<file path="src/rtl/cache_flush_sweep_generator_pkg.sv">
// Shared types, mode encodings and address helper for the cache flush sweep generator.
package cache_flush_sweep_generator_pkg;

    typedef enum logic [4:0] {
        CFS_RESET = 5'b00001,
        CFS_IDLE  = 5'b00010,
        CFS_ISSUE = 5'b00100,
        CFS_DRAIN = 5'b01000,
        CFS_DONE  = 5'b10000
    } cache_flush_sweep_state;

    localparam logic CACHE_FLUSH_MODE_LINEAR = 1'b0;
    localparam logic CACHE_FLUSH_MODE_WAY    = 1'b1;

    // Widest address the helper supports; callers truncate to their own width.
    localparam int unsigned CFS_ADDR_MAX_W = 64;

    // Line address for sweep index c; geometry is passed as log2 shift amounts.
    function automatic logic [CFS_ADDR_MAX_W-1:0] cache_flush_sweep_addr(
        input logic [CFS_ADDR_MAX_W-1:0] base,
        input logic [31:0]               c,
        input logic                      mode,
        input int unsigned               line_sh,
        input int unsigned               way_bits,
        input int unsigned               way_sh
    );
        logic [CFS_ADDR_MAX_W-1:0] c_w;
        logic [CFS_ADDR_MAX_W-1:0] way;
        logic [CFS_ADDR_MAX_W-1:0] set;
        c_w = CFS_ADDR_MAX_W'(c);
        way = c_w & ((CFS_ADDR_MAX_W'(1) << way_bits) - CFS_ADDR_MAX_W'(1));
        set = c_w >> way_bits;
        if (mode == CACHE_FLUSH_MODE_WAY) begin
            return base + (way << way_sh) + (set << line_sh);
        end
        return base + (c_w << line_sh);
    endfunction

endpackage

</file>
<file path="src/rtl/cache_flush_sweep_generator_credit.sv">
// Saturating up/down counter of in-flight reads; flags reflect the value after this cycle.
module cache_flush_credit_counter #(
    parameter int unsigned MAX_COUNT = 16,
    localparam int unsigned CW = $clog2(MAX_COUNT + 1)
) (
    input  logic clk,
    input  logic rst_n,
    input  logic clr_i,
    input  logic inc_i,
    input  logic dec_i,
    output logic full_nxt_c,
    output logic empty_nxt_c
);

    logic [CW-1:0] count_q;
    logic [CW-1:0] count_d;
    logic          dec_eff;

    // A completion with nothing outstanding is dropped rather than wrapping.
    always_comb begin
        dec_eff = dec_i && (count_q != '0);
        count_d = count_q;
        if (clr_i) begin
            count_d = '0;
        end else if (inc_i && !dec_eff) begin
            if (count_q != CW'(MAX_COUNT)) begin
                count_d = count_q + CW'(1);
            end
        end else if (dec_eff && !inc_i) begin
            count_d = count_q - CW'(1);
        end
    end

    always_ff @(posedge clk or negedge rst_n) begin
        if (!rst_n) begin
            count_q <= '0;
        end else begin
            count_q <= count_d;
        end
    end

    assign full_nxt_c  = (count_d == CW'(MAX_COUNT));
    assign empty_nxt_c = (count_d == '0);

endmodule

</file>
<file path="src/rtl/cache_flush_sweep_generator.sv">
// Issues one line-read per system-cache line to fully evict it, with credit limit and abort.
// Optional CACHE_FLUSH_SWEEP_PERF_EN adds busy-cycle and stall-cycle counters.
module cache_flush_sweep_generator
    import cache_flush_sweep_generator_pkg::*;
#(
    parameter int unsigned NUM_WAYS        = 4,
    parameter int unsigned LINE_BYTES      = 64,
    parameter int unsigned CACHE_SIZE_B    = 65536,
    parameter int unsigned ADDR_W          = 64,
    parameter int unsigned MAX_OUTSTANDING = 16,
    localparam int unsigned NUM_SETS  = CACHE_SIZE_B / (LINE_BYTES * NUM_WAYS),
    localparam int unsigned ITER      = NUM_WAYS * NUM_SETS,
    localparam int unsigned CNT_W     = $clog2(ITER) + 1,
    localparam int unsigned WAY_BYTES = CACHE_SIZE_B / NUM_WAYS
) (
    input  logic              ap_clk,
    input  logic              ap_rst_n,
    input  logic              start_in,
    input  logic              abort_in,
    input  logic              mode_in,
    input  logic [ADDR_W-1:0] base_addr_in,
    output logic              req_valid_out,
    input  logic              req_ready_in,
    output logic [ADDR_W-1:0] req_addr_out,
    input  logic              resp_valid_in,
    output logic              busy_out,
    output logic              done_out,
    output logic              aborted_out,
    output logic [CNT_W-1:0]  issued_count_out
`ifdef CACHE_FLUSH_SWEEP_PERF_EN
   ,output logic [31:0]       cycle_count_out,
    output logic [31:0]       stall_count_out
`endif
);

    localparam int unsigned LINE_SH  = $clog2(LINE_BYTES);
    localparam int unsigned WAY_BITS = $clog2(NUM_WAYS);
    localparam int unsigned WAY_SH   = $clog2(WAY_BYTES);

    cache_flush_sweep_state state_q, state_d;
    logic [CNT_W-1:0]  cnt_q, cnt_d;
    logic [ADDR_W-1:0] base_q, base_d;
    logic              mode_q, mode_d;
    logic [ADDR_W-1:0] addr_q, addr_d;
    logic              valid_q, valid_d;
    logic              busy_q, busy_d;
    logic              done_q, done_d;
    logic              aborted_q, aborted_d;

    logic start_acc;
    logic xfer;
    logic full_nxt;
    logic empty_nxt;

    assign start_acc = (state_q == CFS_IDLE) && start_in;
    // Abort retracts a pending request in the same cycle so it is never counted.
    assign req_valid_out = valid_q && !abort_in;
    assign xfer          = req_valid_out && req_ready_in;

    cache_flush_credit_counter #(
        .MAX_COUNT (MAX_OUTSTANDING)
    ) u_credit (
        .clk         (ap_clk),
        .rst_n       (ap_rst_n),
        .clr_i       (start_acc),
        .inc_i       (xfer),
        .dec_i       (resp_valid_in),
        .full_nxt_c  (full_nxt),
        .empty_nxt_c (empty_nxt)
    );

    // Next state plus next values of every registered output.
    always_comb begin
        state_d   = state_q;
        cnt_d     = cnt_q;
        base_d    = base_q;
        mode_d    = mode_q;
        aborted_d = aborted_q;

        unique case (state_q)
            CFS_RESET: state_d = CFS_IDLE;
            CFS_IDLE: begin
                if (start_in) begin
                    state_d   = CFS_ISSUE;
                    base_d    = base_addr_in;
                    mode_d    = mode_in;
                    cnt_d     = '0;
                    aborted_d = 1'b0;
                end
            end
            CFS_ISSUE: begin
                if (abort_in) begin
                    state_d   = CFS_DRAIN;
                    aborted_d = 1'b1;
                end else if (xfer) begin
                    cnt_d = cnt_q + CNT_W'(1);
                    if (cnt_d == CNT_W'(ITER)) begin
                        state_d = CFS_DRAIN;
                    end
                end
            end
            CFS_DRAIN: begin
                if (empty_nxt) begin
                    state_d = CFS_DONE;
                end
            end
            CFS_DONE: state_d = CFS_IDLE;
            default:  state_d = CFS_IDLE;
        endcase

        // Credit and count use next-cycle values so valid never overshoots the limit.
        valid_d = (state_d == CFS_ISSUE) && !full_nxt && (cnt_d < CNT_W'(ITER));
        addr_d  = '0;
        if (state_d == CFS_ISSUE) begin
            addr_d = ADDR_W'(cache_flush_sweep_addr(CFS_ADDR_MAX_W'(base_d), 32'(cnt_d),
                                                    mode_d, LINE_SH, WAY_BITS, WAY_SH));
        end
        busy_d = (state_d == CFS_ISSUE) || (state_d == CFS_DRAIN);
        done_d = (state_d == CFS_DONE);
    end

    always_ff @(posedge ap_clk or negedge ap_rst_n) begin
        if (!ap_rst_n) begin
            state_q   <= CFS_RESET;
            cnt_q     <= '0;
            base_q    <= '0;
            mode_q    <= 1'b0;
            addr_q    <= '0;
            valid_q   <= 1'b0;
            busy_q    <= 1'b0;
            done_q    <= 1'b0;
            aborted_q <= 1'b0;
        end else begin
            state_q   <= state_d;
            cnt_q     <= cnt_d;
            base_q    <= base_d;
            mode_q    <= mode_d;
            addr_q    <= addr_d;
            valid_q   <= valid_d;
            busy_q    <= busy_d;
            done_q    <= done_d;
            aborted_q <= aborted_d;
        end
    end

    assign req_addr_out     = addr_q;
    assign busy_out         = busy_q;
    assign done_out         = done_q;
    assign aborted_out      = aborted_q;
    assign issued_count_out = cnt_q;

`ifdef CACHE_FLUSH_SWEEP_PERF_EN
    logic [31:0] cycle_q;
    logic [31:0] stall_q;

    // Saturating busy-cycle and backpressure-cycle counters, cleared on start.
    always_ff @(posedge ap_clk or negedge ap_rst_n) begin
        if (!ap_rst_n) begin
            cycle_q <= '0;
            stall_q <= '0;
        end else if (start_acc) begin
            cycle_q <= '0;
            stall_q <= '0;
        end else begin
            if (busy_q && (cycle_q != '1)) begin
                cycle_q <= cycle_q + 32'd1;
            end
            if (req_valid_out && !req_ready_in && (stall_q != '1)) begin
                stall_q <= stall_q + 32'd1;
            end
        end
    end

    assign cycle_count_out = cycle_q;
    assign stall_count_out = stall_q;
`endif

endmodule
</file>
<file path="config.mk">
export PLATFORM = sky130hd
export DESIGN_NAME = cache_flush_sweep_generator
export DESIGN_NICKNAME = d
export VERILOG_FILES = /design/src/rtl/cache_flush_sweep_generator_pkg.sv /design/src/rtl/cache_flush_sweep_generator_credit.sv /design/src/rtl/cache_flush_sweep_generator.sv
export SDC_FILE = /design/constraint.sdc
export NUM_CORES = 1
export LEC_CHECK = 0
export BUFFER_PORTS_ARGS = -buffer_cell sky130_fd_sc_hd__buf_4
export CAP_MARGIN = 20
export CORE_MARGIN = 5
export CORE_UTILIZATION = 34
export CTS_BUF_LIST = sky130_fd_sc_hd__clkbuf_8
export DETAILED_ROUTE_END_ITERATION = 16
export PLACE_DENSITY = 0.56
export SETUP_SLACK_MARGIN = 0.02
export SYNTH_ARGS = -nofsm -noshare
export SYNTH_HDL_FRONTEND = slang
export SYNTH_SLANG_ARGS = --single-unit
</file>
<file path="constraint.sdc">
create_clock -name ap_clk -period 7.7 [get_ports ap_clk]
set_clock_uncertainty 0.1 [all_clocks]
set_input_delay 1.54 -clock ap_clk [delete_from_list [all_inputs] [get_ports ap_clk]]
set_output_delay 1.54 -clock ap_clk [all_outputs]
set_load 0.01 [all_outputs]
</file>
==> results.toml, run 1 <==
[clock_tree]
hold_buffers = 0
h-tree-depth = 4
cts-root-buf = "clkbuf_8"
cts_buffers = 17
clk_latency_ns = 0.46
post_cts_buffers = 0
clk_pin_slew_worst_paths_ns = 0.09
cts_sinks = 154
cts_tree = "yes"
clockBufferDepth = 2
cts_resized = 0

[drt]
initialDrtViolationCount = 630
dr_total_vias = 7854
first_pass_iters = 6
drc = 0
ant_nets = 0
viasPerCell = 5.33
post_drt_wl_per_cell_um = 18.0
totalWireLength_um = 26500

[placement]
dp_hpwl_um = 19300
place.gp.congestion = 0.874
pre_cts_ws_ns = 1.15
io_buffer_count = 149
place_area_um2 = 10200

[final_layout]
postLayoutCellArea_um2 = 10600
drive_gt1_share_pct = 18.7
diodes = 0
fin_nets = 1238
areaGrowthSynthToFinish_pct = 21.2

[global_route]
grt_overflow = 0
gr-usage-all-layers_pct = 18.2
grt_pass1_wl_um = 42000
grt_pass1_vias = 7766
globalRouteMet2Util_pct = 30.0
antenna_found_initial = 0
grt_max_degree = 85
gr-usage-met1_pct = 24.7
grtUsageMet3_pct = 3.47
grt_most_used_layer = "met2"

[timing]
hold_slack_ns = 0.376
finalSetupTns_ns = 0
tightest_slew_ns = 0.953
rsz0062_at_grt = "no"
fin_ws_ns = 1.65
max-slew-margin-rel_pct = 36.5
hold_viol_final = 0
finalSetupViolCount = 0
clock.fmax_ghz = 0.165
min_period_ns = 6.05
slew_viol_final = 0
period_share_pct = 78.6

[status]
status = "finished, final reports clean"

[critical_path]
reg2reg_depth = 15
timing.rr.start = "state_q[4]"
r2r-end = "req_addr_out[51]"
endpoint = "req_addr_out[51]"
cp.required_ns = 7.96
start_kind = "primary input"
critical_path_class = "in2reg"
cp.arrival_ns = 6.31
cp_max_fo = 27
end_kind = "flop"
rrSetupSlack_ns = 2.28
cp-startpoint = "start_in"

[floorplanning]
die_area_um2 = 29100
core_area_um2 = 25300
die_height_um = 171
rows = 58
initial_core_util_pct = 34.7
die_w_um = 171
ioPinCount = 150

[logic_synthesis]
synth_nets = 1102
yosysSeqAreaShare_pct = 43.9
avgSynthCellArea_um2 = 8.83
synth_fa_ha_area_share_pct = 5.53
synth_seq_cells = 154
yosys_warnings = 0
synth_compound_area_share_pct = 14.5
synth-xor-area-share_pct = 3.99
yosys.area_share.simple_pct = 25.7
synth-edff-count = 0
syn_inst = 994
yosys.cell_types.count = 72
synth_ff_type = "dfrtp_1"
muxShareOfSynthArea_pct = 2.81
synth_top_family_by_area = "simple AND/OR/NAND/NOR gates"
synth_area_um2 = 8780
synthArstFlopShare_pct = 100

[power]
power_mw = 2.23
ir_drop_mv = 0.0925
leakage_nw = 5.10
power_density_nw_per_um2 = 210

[worst_hold_path]
hold_class = "reg2reg"
min_from = "base_q[3]"

[job]
drv_cap = 0
[cells by family after synthesis]
family | after synthesis
simple gates | 469
compound gates | 192
flops | 154
buf+inv | 77
xor+xnor | 40
fa+ha+maj | 37
mux | 24
other cells | 1
[power breakdown]
group / total (mW) / switching (mW) / internal [mW]
Combinational: 0.556 / 0.340 / 0.215
Sequential: 0.988 / 0.0735 / 0.915
Clock: 0.688 / 0.340 / 0.348
[metal layers]
metal,up-vias,part of all wire [%]
met4,0,1.7
li1,3822,-
met3,34,5.4
met1,3773,45
met5,-,0
met2,225,48
[worst min path at each step]
stage	to	slack, ns	depth (start not counted)
2_1_floorplan	base_q[0]	0.34	2
3_5_place_dp	base_q[3]	0.36	2
6_report	base_q[3]	0.38	2
5_1_grt	base_q[2]	0.40	2
3_3_place_gp	base_q[2]	0.35	2
4_1_cts	base_q[3]	0.38	2
[per-stage QoR]
stage | cells | utilization (%)
2_1_floorplan | 994 | -
3_3_place_gp | 1441 | 40.3
3_5_place_dp | 1441 | 40.3
4_1_cts | 1473 | 42.0
5_1_grt | 1473 | 42.0
6_report | 1473 | 42.0
[registers in the layout (all words and copies together), names as in the netlist]
name / cells
aborted_out: 1
base_q: 64
busy_out: 1
done_out: 1
issued_count_out: 11
mode_q: 1
req_addr_out: 64
state_q: 5
u_credit.count_q: 5
valid_q: 1
[Yosys cell counts (12+ instances only)]
master | count | area, µm²
a21oi_1 | 47 | 235
a31oi_1 | 14 | 87.6
o21ai_0 | 40 | 200
dfrtp_1 | 153 | 3830
nand3_1 | 41 | 205
inv_1 | 37 | 139
ha_1 | 34 | 425
a21o_1 | 12 | 90.1
and3_1 | 16 | 100
mux2i_1 | 19 | 190
or3_1 | 12 | 75.1
nor3_1 | 32 | 160
buf_2 | 12 | 60.1
nand4_1 | 37 | 231
xor2_1 | 18 | 158
nand2_1 | 202 | 758
clkbuf_1 | 21 | 78.8
nor2_1 | 71 | 267
xnor2_1 | 22 | 193
[cell usage in the layout, fill, tap and decap left out, types with 6 or more instances in the layout]
cell type    n
nand2_1    201
buf_4      155
dfrtp_1    153
nor2_1      71
a21oi_1     47
nand3_1     41
o21ai_0     40
inv_1       37
nand4_1     37
ha_1        34
nor3_1      32
xnor2_1     22
mux2i_1     19
clkbuf_8    19
xor2_1      18
and3_1      16
a31oi_1     14
or3_1       12
a21o_1      12
o21a_1       9
a211o_1      9
o31ai_1      8
o211ai_1     7
and2_1       7
and4_1       7
nor4_1       7
or4_1        7
a211oi_1     6
[critical path: stages]
cell and delay, ns:
buf_4 0.08, and3b_1 0.62, nand2_2 0.53, nand2_1 0.18, o21ai_0 0.09, nand2_1 0.09
o21ai_0 0.15, ha_1 0.32, ha_1 0.18, inv_1 0.06, fa_1 0.40, nor2b_1 0.17
o2111ai_1 0.16, a31oi_1 0.24, nor3_1 0.11, or4_1 0.76, or3b_1 0.43, and3_1 0.18
[layout make-up]
| type | instances | area, µm² |
|---|---|---|
| Multi-Input combinational cell | 763 | 4620 |
| Clock inverter | 13 | 178 |
| Timing Repair Buffer | 156 | 1170 |
| Sequential cell | 154 | 3850 |
| Clock buffer | 19 | 262 |
| Tap cell | 330 | 413 |
| Inverter | 38 | 143 |
| Fill cell | 2556 | 14700 |
Power figures use the tool's default switching activity.
==> inputs of run 2 (changes only) <==
--- a/config.mk
+++ b/config.mk
@@ -5,13 +5,14 @@
 export SDC_FILE = /design/constraint.sdc
 export NUM_CORES = 1
 export LEC_CHECK = 0
+export ABC_AREA = 1
 export BUFFER_PORTS_ARGS = -buffer_cell sky130_fd_sc_hd__buf_4
 export CAP_MARGIN = 20
 export CORE_MARGIN = 5
 export CORE_UTILIZATION = 34
 export CTS_BUF_LIST = sky130_fd_sc_hd__clkbuf_8
 export DETAILED_ROUTE_END_ITERATION = 16
-export PLACE_DENSITY = 0.56
+export PLACE_DENSITY = 0.57
 export SETUP_SLACK_MARGIN = 0.02
 export SYNTH_ARGS = -nofsm -noshare
 export SYNTH_HDL_FRONTEND = slang
==> constraint.sdc (replaced) <==
create_clock -name ap_clk -period 5 [get_ports ap_clk]
set_clock_uncertainty 0.1 [all_clocks]
set_input_delay 1 -clock ap_clk [delete_from_list [all_inputs] [get_ports ap_clk]]
set_output_delay 1 -clock ap_clk [all_outputs]
set_load 0.01 [all_outputs]
==> results.toml, run 2 <==
[clock_tree]
h-tree-depth = 4
cts_tree = "yes"
cts_buffers = 17
cts_sinks = 154
post_cts_buffers = 0
cts-root-buf = "clkbuf_8"
clk_pin_slew_worst_paths_ns = 0.09
clk_latency_ns = 0.48
clockBufferDepth = 2

[power]
power_mw = 4.03
leakage_nw = 5.96
ir_drop_mv = 0.142
power_density_nw_per_um2 = 349

[final_layout]
fin_nets = 1596
mostFrequentLayoutCells = "nand2_1 (488), buf_4 (165), dfrtp_1 (153)"
postLayoutCellArea_um2 = 11500
drive_gt1_share_pct = 18.6
final_common_cell = "nand2_1"
diodes = 0
nFillCells = 2944
final_cells = 1879
areaGrowthSynthToFinish_pct = 20.3

[timing]
rsz0062_at_grt = "no"
hold_slack_ns = 0.440
finalSetupTns_ns = 0
finalSetupViolCount = 0
period_share_pct = 87.6
max-slew-margin-rel_pct = 43.6
slew_viol_final = 0
min_period_ns = 4.38
clock.fmax_ghz = 0.228
tightest_slew_ns = 0.846
hold_viol_final = 0

[drt]
ant_nets = 0
first_pass_iters = 5
viasPerCell = 4.80
initialDrtViolationCount = 708
dr_total_vias = 9010
totalWireLength_um = 30500
post_drt_wl_per_cell_um = 16.2
drc = 0

[logic_synthesis]
synth_seq_cells = 154
synth_nets = 1443
yosys.cell_types.count = 43
synth_commonest_cells = "nand2_1 (488), dfrtp_1 (153), nor2_1 (130)"
synth_area_leaders = "dfrtp_1 (40%), nand2_1 (19%), nand3_1 (5.3%)"
syn_inst = 1335
yosysTopAreaCell = "dfrtp_1"
synth-edff-count = 0
synth_most_common_cell = "nand2_1"
yosys_warnings = 0
synthArstFlopShare_pct = 100
synth_area_um2 = 9590
avgSynthCellArea_um2 = 7.19
yosysSeqAreaShare_pct = 40.2
synth_top_area_share_pct = 39.9
synth_ff_type = "dfrtp_1"

[critical_path]
reg2reg_depth = 22
path_delay_family = "simple AND/OR/NAND/NOR gates"
cp.arrival_ns = 4.69
end_kind = "flop"
cp.required_ns = 5.31
slowest_stage = "fa_1"
r2r-end = "req_addr_out[56]"
path_buf_inv = 4
critPathMaxStageDelay_ns = 0.52
start_kind = "primary input"
rrSetupSlack_ns = 0.63
path_cells = "buf_4 > nor2_1 > nand2_1 > inv_1 > nor2_1 > o21ai_0 > o21ai_1 > inv_1 > fa_1 > inv_1 > ha_1 > nand2_1 > nor2_1 > nand3_1 > nand3_1 > nand2_1 > nand2_1 > nand3_2 > nor2_4 > nand3_1 > nand2_1 > nand2_1 > nor2_1"
timing.rr.start = "state_q[0]"
crit_path_frequent_cell = "nand2_1"
cp_max_fo = 8
critical_path_class = "in2reg"

[job]
drv_cap = 0

[placement]
dp_hpwl_um = 22600
place.gp.congestion = 0.886
io_buffer_count = 149
dp_cells = 1847
place_area_um2 = 11100

[worst_hold_path]
hold_class = "reg2reg"
min_to = "aborted_out"
min_from = "aborted_out"
worstHoldPathCells = 2

[global_route]
grt_pass1_wl_um = 48000
grt_overflow = 0
grt_pass1_vias = 8836
gr-usage-all-layers_pct = 19.5
antenna_found_initial = 0
grt_max_degree = 92

[floorplanning]
die_area_um2 = 31700
die_height_um = 178
ioPinCount = 150
initial_core_util_pct = 34.4
die_w_um = 178
rows = 61
core_area_um2 = 27900

[status]
status = "finished, final reports clean"
run 2: where the power goes:
part	switching (mW)	internal, mW	total, mW
logic	0.890	0.458	1.35
registers	0.124	1.46	1.59
clock network	0.530	0.560	1.09
total	1.54	2.48	4.03
run 2: cell type report:
type	count	area, µm²	share of cell area (%)
inverters	133	499	4.32
clock inverters	14	195	1.69
well taps	378	473	4.10
multi-input cells	1015	5000	43.3
flip-flops and latches	154	3850	33.4
clock buffers	18	248	2.15
repair buffers	167	1270	11.0
run 2: worst max-delay path by stage:
stage | startpoint | endpoint | slack, ns | cells after the start
6_report | abort_in | req_addr_out[56] | 0.62 | 23
5_1_grt | abort_in | req_addr_out[52] | 0.16 | 23
4_1_cts | issued_count_out[0] | req_addr_out[52] | 0.45 | 22
3_5_place_dp | abort_in | req_addr_out[52] | -0.03 | 23
3_3_place_gp | abort_in | req_addr_out[52] | 0.20 | 22
2_1_floorplan | start_in | req_addr_out[46] | 0.71 | 24
run 2: repair_timing:
item / CTS / global route
gates resized for setup: 0 / 2
setup endpoints to repair: 0 / 5
hold buffers: 0 / 0
run 2: metrics by stage:
step                worst slack, ns  utilization [%]
global placement              0.204             39.8
floorplan                     0.706                -
finish                        0.619             41.4
CTS                           0.446             41.4
detailed placement          -0.0257             39.8
global route                  0.159             41.4
run 2: cells by family (layout without fill, tap and decap cells):
logic type      after synthesis  in the layout  synth area share (%)
mux                           1              1                 0.117
simple gates                834            834                  37.6
compound gates              107            107                  6.04
flops                       154            154                  40.2
xor+xnor                     35             35                  3.20
fa+ha+maj                    37             37                  5.06
other cells                   1              1                0.0391
buf+inv                     166            332                  7.72
run 2: worst min-delay path: stages (launching register included):
cell and delay [ns]:
dfrtp_1 0.39, inv_1 0.06, a21oi_1 0.06
run 2: layer usage:
layer / GRT usage [%] / up-vias / part of all wire [%]
met5: 0 / - / 0
met4: 6.06 / 0 / 1.8
met3: 3.14 / 33 / 5.2
met2: 29.8 / 240 / 45
met1: 28.2 / 4228 / 48
li1: - / 4509 / -
==> inputs of run 3 (changes only) <==
--- a/config.mk
+++ b/config.mk
@@ -8,6 +8,7 @@
 export ABC_AREA = 1
 export BUFFER_PORTS_ARGS = -buffer_cell sky130_fd_sc_hd__buf_4
 export CAP_MARGIN = 20
+export CORE_ASPECT_RATIO = 1.25
 export CORE_MARGIN = 5
 export CORE_UTILIZATION = 34
 export CTS_BUF_LIST = sky130_fd_sc_hd__clkbuf_8
==> results.toml, run 3 (synthesized netlist as in run 2, its figures left out) <==
[drt]
first_pass_iters = 7
totalWireLength_um = 32000
drc = 0
post_drt_wl_per_cell_um = 17.2
initialDrtViolationCount = 599
ant_nets = 0
dr_total_vias = 9162
viasPerCell = 4.94

[power]
pwr-share-seq_pct = 39.6
p_sw_mw = 1.52
power_mw = 4.02
pwr-share-clk_pct = 26.4
ir_drop_mv = 0.185
combPwrFrac_pct = 34.0
leakage_nw = 6.01
power_density_nw_per_um2 = 348
intPower_mw = 2.49
switching_share_pct = 38.0

[critical_path]
start_kind = "flop"
critical_path_class = "reg2reg"
end_kind = "flop"
cp.required_ns = 5.26
cp_max_fo = 10
cp.arrival_ns = 4.63

[final_layout]
final_cells = 1856
final_common_cell = "nand2_1"
fin_nets = 1601
fin_util_pct = 41.6
nFillCells = 2963
areaGrowthSynthToFinish_pct = 20.2
diodes = 0
mostFrequentLayoutCells = "nand2_1 (488), buf_4 (170), dfrtp_1 (153)"
postLayoutCellArea_um2 = 11500
drive_gt1_share_pct = 18.5

[clock_tree]
cts_buffers = 17
cts_tree = "yes"
clockBufferDepth = 2
post_cts_buffers = 0
clk_latency_ns = 0.48
cts_sinks = 154
cts_resized = 0
hold_buffers = 0
clk_pin_slew_worst_paths_ns = 0.08
cts-root-buf = "clkbuf_8"
h-tree-depth = 4

[global_route]
grt_max_degree = 69
antenna_found_initial = 0
grt_pass1_wl_um = 50200
grt_pass1_vias = 9257
grt_overflow = 0
gr-usage-all-layers_pct = 20.2

[floorplanning]
die_area_um2 = 31700
core_area_um2 = 27700
rows = 68
die_w_um = 160
initial_core_util_pct = 34.6
ioPinCount = 150
die_height_um = 198

[timing]
hold_viol_final = 0
slew_viol_final = 0
min_period_ns = 4.37
period_share_pct = 87.5
rsz0062_at_grt = "no"
hold_slack_ns = 0.422
fin_ws_ns = 0.626
finalSetupViolCount = 0
finalSetupTns_ns = 0
clock.fmax_ghz = 0.229
tightest_slew_ns = 0.699
max-slew-margin-rel_pct = 53.4

[placement]
dp_cells = 1824
place.gp.congestion = 0.939
dp_hpwl_um = 24300
io_buffer_count = 149
pre_cts_ws_ns = 0.289
place_area_um2 = 11100

[job]
drv_cap = 0

[status]
status = "finished, final reports clean"

[worst_hold_path]
hold_class = "reg2reg"
==> run 3: cell types whose count changed in the layout (fill, tap and decap cells not counted), moves of 2 or more <==
cell | before | now
buf_4 | 165 | 170
inv_1 | 127 | 131
inv_6 | 3 | 0
clkbuf_8 | 18 | 20
clkinv_4 | 2 | 0
clkinvlp_4 | 3 | 1
==> run 3: worst max-delay path, stage by stage, from the launching register on <==
cell	delay, ns
dfrtp_1	0.44
nor2_1	0.21
nand3_4	0.17
inv_2	0.25
nand2_1	0.18
nand2_1	0.14
inv_1	0.09
o21ai_0	0.15
buf_4	0.16
inv_1	0.06
fa_1	0.53
inv_1	0.04
ha_1	0.33
nand2_1	0.09
nor2_1	0.12
nand3_1	0.09
nand3_1	0.15
nand2_1	0.07
nand2_1	0.12
nand2_1	0.16
nor2_4	0.26
nand2_2	0.10
nor2_1	0.10
nand2_1	0.06
nand2_1	0.07
nor2_1	0.04
==> run 3: final timing paths <==
path	start	to	slack [ns]	depth (start not counted)
max	state_q[3]	req_addr_out[46]	0.63	25
min	aborted_out	aborted_out	0.42	2
max reg2reg	state_q[3]	req_addr_out[46]	0.63	25
min reg2reg	aborted_out	aborted_out	0.42	2
max in group asynchronous	ap_rst_n	base_q[39]	3.34	2
min in group asynchronous	ap_rst_n	base_q[56]	0.43	1
==> run 3: area by class of cell <==
type,count,area (µm²),area share (%)
Tap cell,350,438,3.80
Clock buffer,20,275,2.39
Multi-Input combinational cell,1015,5000,43.4
Sequential cell,154,3850,33.4
Timing Repair Buffer,172,1310,11.3
Clock inverter,12,156,1.36
Inverter,133,499,4.33
==> run 3: power groups by stage <==
stage / sequential (mW) / clock [mW] / combinational, mW
after detailed placement: 1.61 / 0 / 1.37
after global routing: 1.62 / 1.12 / 1.54
after CTS: 1.59 / 1.08 / 1.38
after floorplan: 1.60 / 0 / 0.911
final: 1.59 / 1.06 / 1.37
after global placement: 1.61 / 0 / 1.36
==> run 3: metal layers <==
layer / GRT usage (%) / vias up / wire length (µm)
met1: 23.4 / 4295 / 12900
met3: 3.52 / 61 / 1430
met2: 37.0 / 267 / 16500
met5: 0 / - / 0
li1: - / 4539 / -
met4: 8.03 / 0 / 1150
